<file path="config.mk">
export PLATFORM = sky130hd
export DESIGN_NAME = instruction_loader
export DESIGN_NICKNAME = d
export VERILOG_FILES = /design/src/rtl/instruction_loader_pkg.sv /design/src/rtl/instruction_loader.sv
export SDC_FILE = /design/constraint.sdc
export NUM_CORES = 1
export LEC_CHECK = 0
export CAP_MARGIN = 20
export CELL_PAD_IN_SITES_DETAIL_PLACEMENT = 0
export CELL_PAD_IN_SITES_GLOBAL_PLACEMENT = 1
export CORE_ASPECT_RATIO = 0.6
export CORE_UTILIZATION = 28
export DETAILED_ROUTE_END_ITERATION = 12
export GPL_TIMING_DRIVEN = 0
export PLACE_DENSITY = 0.81
export SYNTH_ARGS = -nofsm -noshare
export SYNTH_HDL_FRONTEND = slang
export SYNTH_SLANG_ARGS = --single-unit
export TNS_END_PERCENT = 20
</file>
<file path="constraint.sdc">
create_clock -name clk -period 2.95 [get_ports clk]
set_input_delay 0.4425 -clock clk [delete_from_list [all_inputs] [get_ports clk]]
set_output_delay 0.4425 -clock clk [all_outputs]
set_load 0.01 [all_outputs]
</file>
<file path="src/rtl/instruction_loader_pkg.sv">
// ---------------------------------------------------------------------------
// instruction_loader_pkg
//   Shared processor constants used by the instruction loader:
//   - state_e  : loader FSM state encodings
//   - NOP_INSN : RV32I canonical NOP (addi x0, x0, 0)
//   - nop_byte : little-endian byte lane of NOP_INSN, selected by a 2-bit index
// ---------------------------------------------------------------------------
package instruction_loader_pkg;

  typedef enum logic [1:0] {
    IDLE = 2'd0,
    LOAD = 2'd1,
    FILL = 2'd2,
    DONE = 2'd3
  } state_e;

  localparam logic [31:0] NOP_INSN = 32'h0000_0013;

  // Byte lane idx of the NOP word, lane 0 being the least significant byte.
  function automatic logic [7:0] nop_byte(input logic [1:0] idx);
    logic [31:0] shifted;
    shifted = NOP_INSN >> {idx, 3'b000};
    return shifted[7:0];
  endfunction

endpackage

</file>
<file path="src/rtl/instruction_loader.sv">
// ---------------------------------------------------------------------------
// instruction_loader
//   Streams a program, one byte per handshake, into a byte-wide instruction
//   memory starting at BASE_ADDR. A short program is padded with NOPs up to
//   MEM_BYTES; an overlong one is truncated and flagged. The processor is held
//   while the memory is being rewritten.
//
// Parameters
//   MEM_BYTES : instruction memory size in bytes (multiple of 4, >= 4)
//   BASE_ADDR : byte address of the first loaded byte (multiple of 4)
//
// Ports
//   clk       in   clock, all state changes on the rising edge
//   reset     in   synchronous active-high reset
//   start     in   single-cycle load request (honoured in IDLE/DONE only)
//   in_valid  in   in_data holds a program byte
//   in_data   in   program byte, ascending address order
//   in_last   in   marks the final program byte
//   in_ready  out  loader accepts a byte this cycle
//   mem_we    out  byte write strobe (one cycle after the accepting edge)
//   mem_addr  out  byte write address
//   mem_wdata out  byte write data
//   cpu_hold  out  hold the processor fetch while memory is rewritten
//   done      out  load complete, held until next start/reset
//   error     out  misaligned or overflowed load, held until next start/reset
// ---------------------------------------------------------------------------
module instruction_loader
  import instruction_loader_pkg::*;
#(
  parameter int unsigned MEM_BYTES = 16,
  parameter logic [63:0] BASE_ADDR = 64'd0
) (
  input  logic        clk,
  input  logic        reset,
  input  logic        start,
  input  logic        in_valid,
  input  logic [7:0]  in_data,
  input  logic        in_last,
  output logic        in_ready,
  output logic        mem_we,
  output logic [63:0] mem_addr,
  output logic [7:0]  mem_wdata,
  output logic        cpu_hold,
  output logic        done,
  output logic        error
);

  localparam int CNT_W = $clog2(MEM_BYTES) + 1;
  localparam logic [CNT_W-1:0] CNT_MAX  = CNT_W'(MEM_BYTES);
  localparam logic [CNT_W-1:0] CNT_LAST = CNT_W'(MEM_BYTES - 1);

  state_e           state_q, state_d;
  logic [CNT_W-1:0] cnt_q, cnt_d;
  logic             error_q, error_d;
  logic             done_q, done_d;
  logic             cpu_hold_q, cpu_hold_d;
  logic             mem_we_q, mem_we_d;
  logic [63:0]      mem_addr_q, mem_addr_d;
  logic [7:0]       mem_wdata_q, mem_wdata_d;

  logic [CNT_W-1:0] cnt_inc;
  logic             handshake;

  // cnt may sit at MEM_BYTES in LOAD for one cycle after an overflow, so
  // in_ready must also check the count, not just the state.
  assign in_ready  = (state_q == LOAD) && (cnt_q < CNT_MAX);
  assign handshake = in_valid && in_ready;
  assign cnt_inc   = cnt_q + CNT_W'(1);

  always_comb begin
    state_d     = state_q;
    cnt_d       = cnt_q;
    error_d     = error_q;
    mem_we_d    = 1'b0;
    mem_addr_d  = mem_addr_q;
    mem_wdata_d = mem_wdata_q;

    case (state_q)
      IDLE, DONE: begin
        if (start) begin
          state_d = LOAD;
          cnt_d   = '0;
          error_d = 1'b0;
        end
      end

      LOAD: begin
        if (handshake) begin
          mem_we_d    = 1'b1;
          mem_addr_d  = BASE_ADDR + 64'(cnt_q);
          mem_wdata_d = in_data;
          cnt_d       = cnt_inc;
          if (in_last) begin
            if (cnt_inc == CNT_MAX) begin
              state_d = DONE;
            end else begin
              // A program that does not end on an instruction boundary
              // still gets padded, but is reported as misaligned.
              state_d = FILL;
              error_d = (cnt_inc[1:0] != 2'b00);
            end
          end
        end else if (cnt_q == CNT_MAX) begin
          state_d = DONE;
          error_d = 1'b1;
        end
      end

      FILL: begin
        mem_we_d    = 1'b1;
        mem_addr_d  = BASE_ADDR + 64'(cnt_q);
        mem_wdata_d = nop_byte(cnt_q[1:0]);
        cnt_d       = cnt_inc;
        if (cnt_q == CNT_LAST) begin
          state_d = DONE;
        end
      end

      default: begin
        state_d = IDLE;
      end
    endcase

    // Outputs are registered so they line up with the state they describe;
    // cpu_hold also covers the cycle carrying the last write pulse.
    done_d     = (state_d == DONE);
    cpu_hold_d = (state_d == LOAD) || (state_d == FILL) || mem_we_d;
  end

  always_ff @(posedge clk) begin
    if (reset) begin
      state_q     <= IDLE;
      cnt_q       <= '0;
      error_q     <= 1'b0;
      done_q      <= 1'b0;
      cpu_hold_q  <= 1'b0;
      mem_we_q    <= 1'b0;
      mem_addr_q  <= '0;
      mem_wdata_q <= '0;
    end else begin
      state_q     <= state_d;
      cnt_q       <= cnt_d;
      error_q     <= error_d;
      done_q      <= done_d;
      cpu_hold_q  <= cpu_hold_d;
      mem_we_q    <= mem_we_d;
      mem_addr_q  <= mem_addr_d;
      mem_wdata_q <= mem_wdata_d;
    end
  end

  assign mem_we    = mem_we_q;
  assign mem_addr  = mem_addr_q;
  assign mem_wdata = mem_wdata_q;
  assign cpu_hold  = cpu_hold_q;
  assign done      = done_q;
  assign error     = error_q;

endmodule
</file>
==> run metrics <==
Fin. Hold Viols 0; final setup fails 0; Post-synth EDFFs 0; via/cell ratio ~3.7; top post-synthesis cells by area dfxtp_1, buf_4, ha_1; arrival time worst endpoint between 2 and 2.5 ns; Synth cell types 42; CP Cell Sequence ha_1 -> clkbuf_1 -> and2b_2 -> clkdlybuf4s50_1; number of gates resized after CTS 0; DR pass1 iterations 7; hold-critical path depth 2; starting density of the core 0.299; initial antenna violation count 0; first-pass GRT wire length roughly 5600 um; Final GP Congestion between 0.7 and 0.8; worst slew pin tran 0.511 ns; top post-synthesis cells by count buf_4, dfxtp_1, nand2_1; n_diodes 0; DPL Wire Length roughly 2900 um; Power Dens Cells roughly 450 nW/um^2; Synth Warn # 0; #FFs+latches synth 24; min-delay src mem_addr[2]; Horiz. Die Dim 103 um; reg2reg setup slack about 0.60 ns; global route overflow 0; Slew HR 0.659; crit path max-delay cell type clkdlybuf4s50_1; Worst VDD drop 0.169 mV; clock slew seen by the registers of the worst setup and hold paths around 0.090 ns; vias in the first global route roughly 1200; TritonCTS Buffers 3; CTS tree yes; GR Util All Layers 0.111; RSZ-0062 raised after global routing false; Setup WS pre-CTS 0.593 ns; Mapped Avg Cell Area roughly 8.5 um^2; worst-path maximum fanout 10; Clock Tree Root clkbuf_8; post-route ant nets 0; RR Startpoint cnt_q[1]; Die Ht 62.6 um; top-count cell post-synth buf_4; Sink Count 24; crit end category output port; CTS Buffer Depth 2; total number of vias between 1000 and 1500; Gate Count Post-Synth 201; Period minus WS final 2.47 ns; post-route DRC violation count 0; core area 5730 um^2; fmax between 0.4 and 0.5 GHz; share of cells above drive strength 1 0.280; Cell Area, Synth 1710 um^2; Main synth FF type dfxtp_1; LEAKAGE between 1 and 1.5 nW; Async SR Flop Fraction 0; final WL roughly 3500 um; outcome finished, final reports clean; sequential area share after synthesis 0.280; H-tree levels 1; port buffer count 30; R2R cell count 8; kind of start point of the critical path flip-flop; CTS Hold Buffers Added 0; fin. max-slew vios 0; leading area contributor after synthesis dfxtp_1; clock skew about 0.0053 ns; First DRT Iteration DRCs 40; Final Cycle Share 0.838; HP Class flip-flop to flip-flop; Crit path required time around 2.5 ns; maximum capacitance violations 0; area delta synth->final 40.2%; post-synth top area share 0.280; Crit path largest cell delay 0.53 ns; DIE AREA about 6400 um^2; wire per inst 9.48 um; Post-CTS Setup Bufs 0; fin nets about 310; RR Endpoint cpu_hold; largest net degree at the start of global routing 15; standard-cell rows 21; setup_tns 0 ns; I/O Pins 90; WHS Endpoint mem_addr[2]; Clk Latency, worst-skew pair around 0.27 ns; Final WS setup around 0.48 ns; Crit Path Class flip-flop to output port
-- cell usage in the layout (no fill, tap or decap), types with 2 or more instances in the layout --
master	count
a211oi_1	5
conb_1	59
nor2_1	8
clkdlybuf4s50_1	30
mux2i_1	3
nor2b_1	2
nand2_1	19
ha_1	7
buf_2	6
clkbuf_1	3
a21o_1	2
buf_4	59
and2b_2	2
o21a_1	2
nor3_1	3
dfxtp_1	24
and2_1	2
a21oi_1	13
a22oi_1	2
inv_1	9
clkbuf_8	3
nand3_1	7
-- state kept, by name, indices dropped and copies added, names as in the netlist --
signal / count
mem_wdata: 8
cnt_q: 5
mem_addr: 5
state_q: 2
cpu_hold: 1
done: 1
error: 1
mem_we: 1
-- metal layers --
metal  routed length (um)  GRT usage
met2                 1450      0.163
met4                   23     0.0211
met1                 1820      0.154
met3                  242     0.0403
met5                    0          0
-- worst max path at each step --
stage / start / to
floorplan: cnt_q[1] / cpu_hold
global placement: cnt_q[1] / cpu_hold
detailed placement: cnt_q[1] / cpu_hold
CTS: state_q[0] / in_ready
global route: state_q[0] / in_ready
finish: state_q[0] / in_ready
-- worst max-delay path, delay by kind of cell (launching register included) --
| family | cells | cell delay (ns) |
|---|---|---|
| buffers and inverters | 2 | 0.91 |
| adder cells (fa/ha/maj) | 1 | 0.20 |
| AND/OR/NAND/NOR | 1 | 0.21 |
| flip-flops | 1 | 0.43 |
-- per-stage QoR --
step	utilization	hold WS (ns)	area [um^2]	power (mW)	std cells
2_1_floorplan	-	0.476	1930	0.680	259
3_3_place_gp	0.407	0.442	2330	0.802	369
3_5_place_dp	0.407	0.446	2330	0.805	369
4_1_cts	0.419	0.461	2400	1.10	373
5_1_grt	0.419	0.476	2400	1.17	373
6_report	0.419	0.459	2400	1.09	373
-- logic make-up after synthesis --
kind of cell	Yosys count	synth area share
buffers and inverters	78	0.309
multiplexers	3	0.0175
flip-flops	24	0.280
AND/OR/NAND/NOR	50	0.155
other	1	0.00219
AO/OA/AOI/OAI	37	0.180
XOR/XNOR	1	0.00511
adder cells (fa/ha/maj)	7	0.0511
-- area by class of cell --
cell class,count,area [um^2]
Timing Repair Buffer,30,300
Fill cell,609,3330
Tap cell,80,100
Clock inverter,1,30.0
Multi-Input combinational cell,157,921
Inverter,9,33.8
Clock buffer,3,41.3
Buffer,69,495
Sequential cell,24,480
-- power breakdown --
part | switching (mW) | internal, mW | total (mW)
combinational | 0.221 | 0.199 | 0.420
clock | 0.106 | 0.181 | 0.288
sequential | 0.0231 | 0.359 | 0.382
total | 0.350 | 0.740 | 1.09
Note: power is estimated with default switching activity, not from simulation.
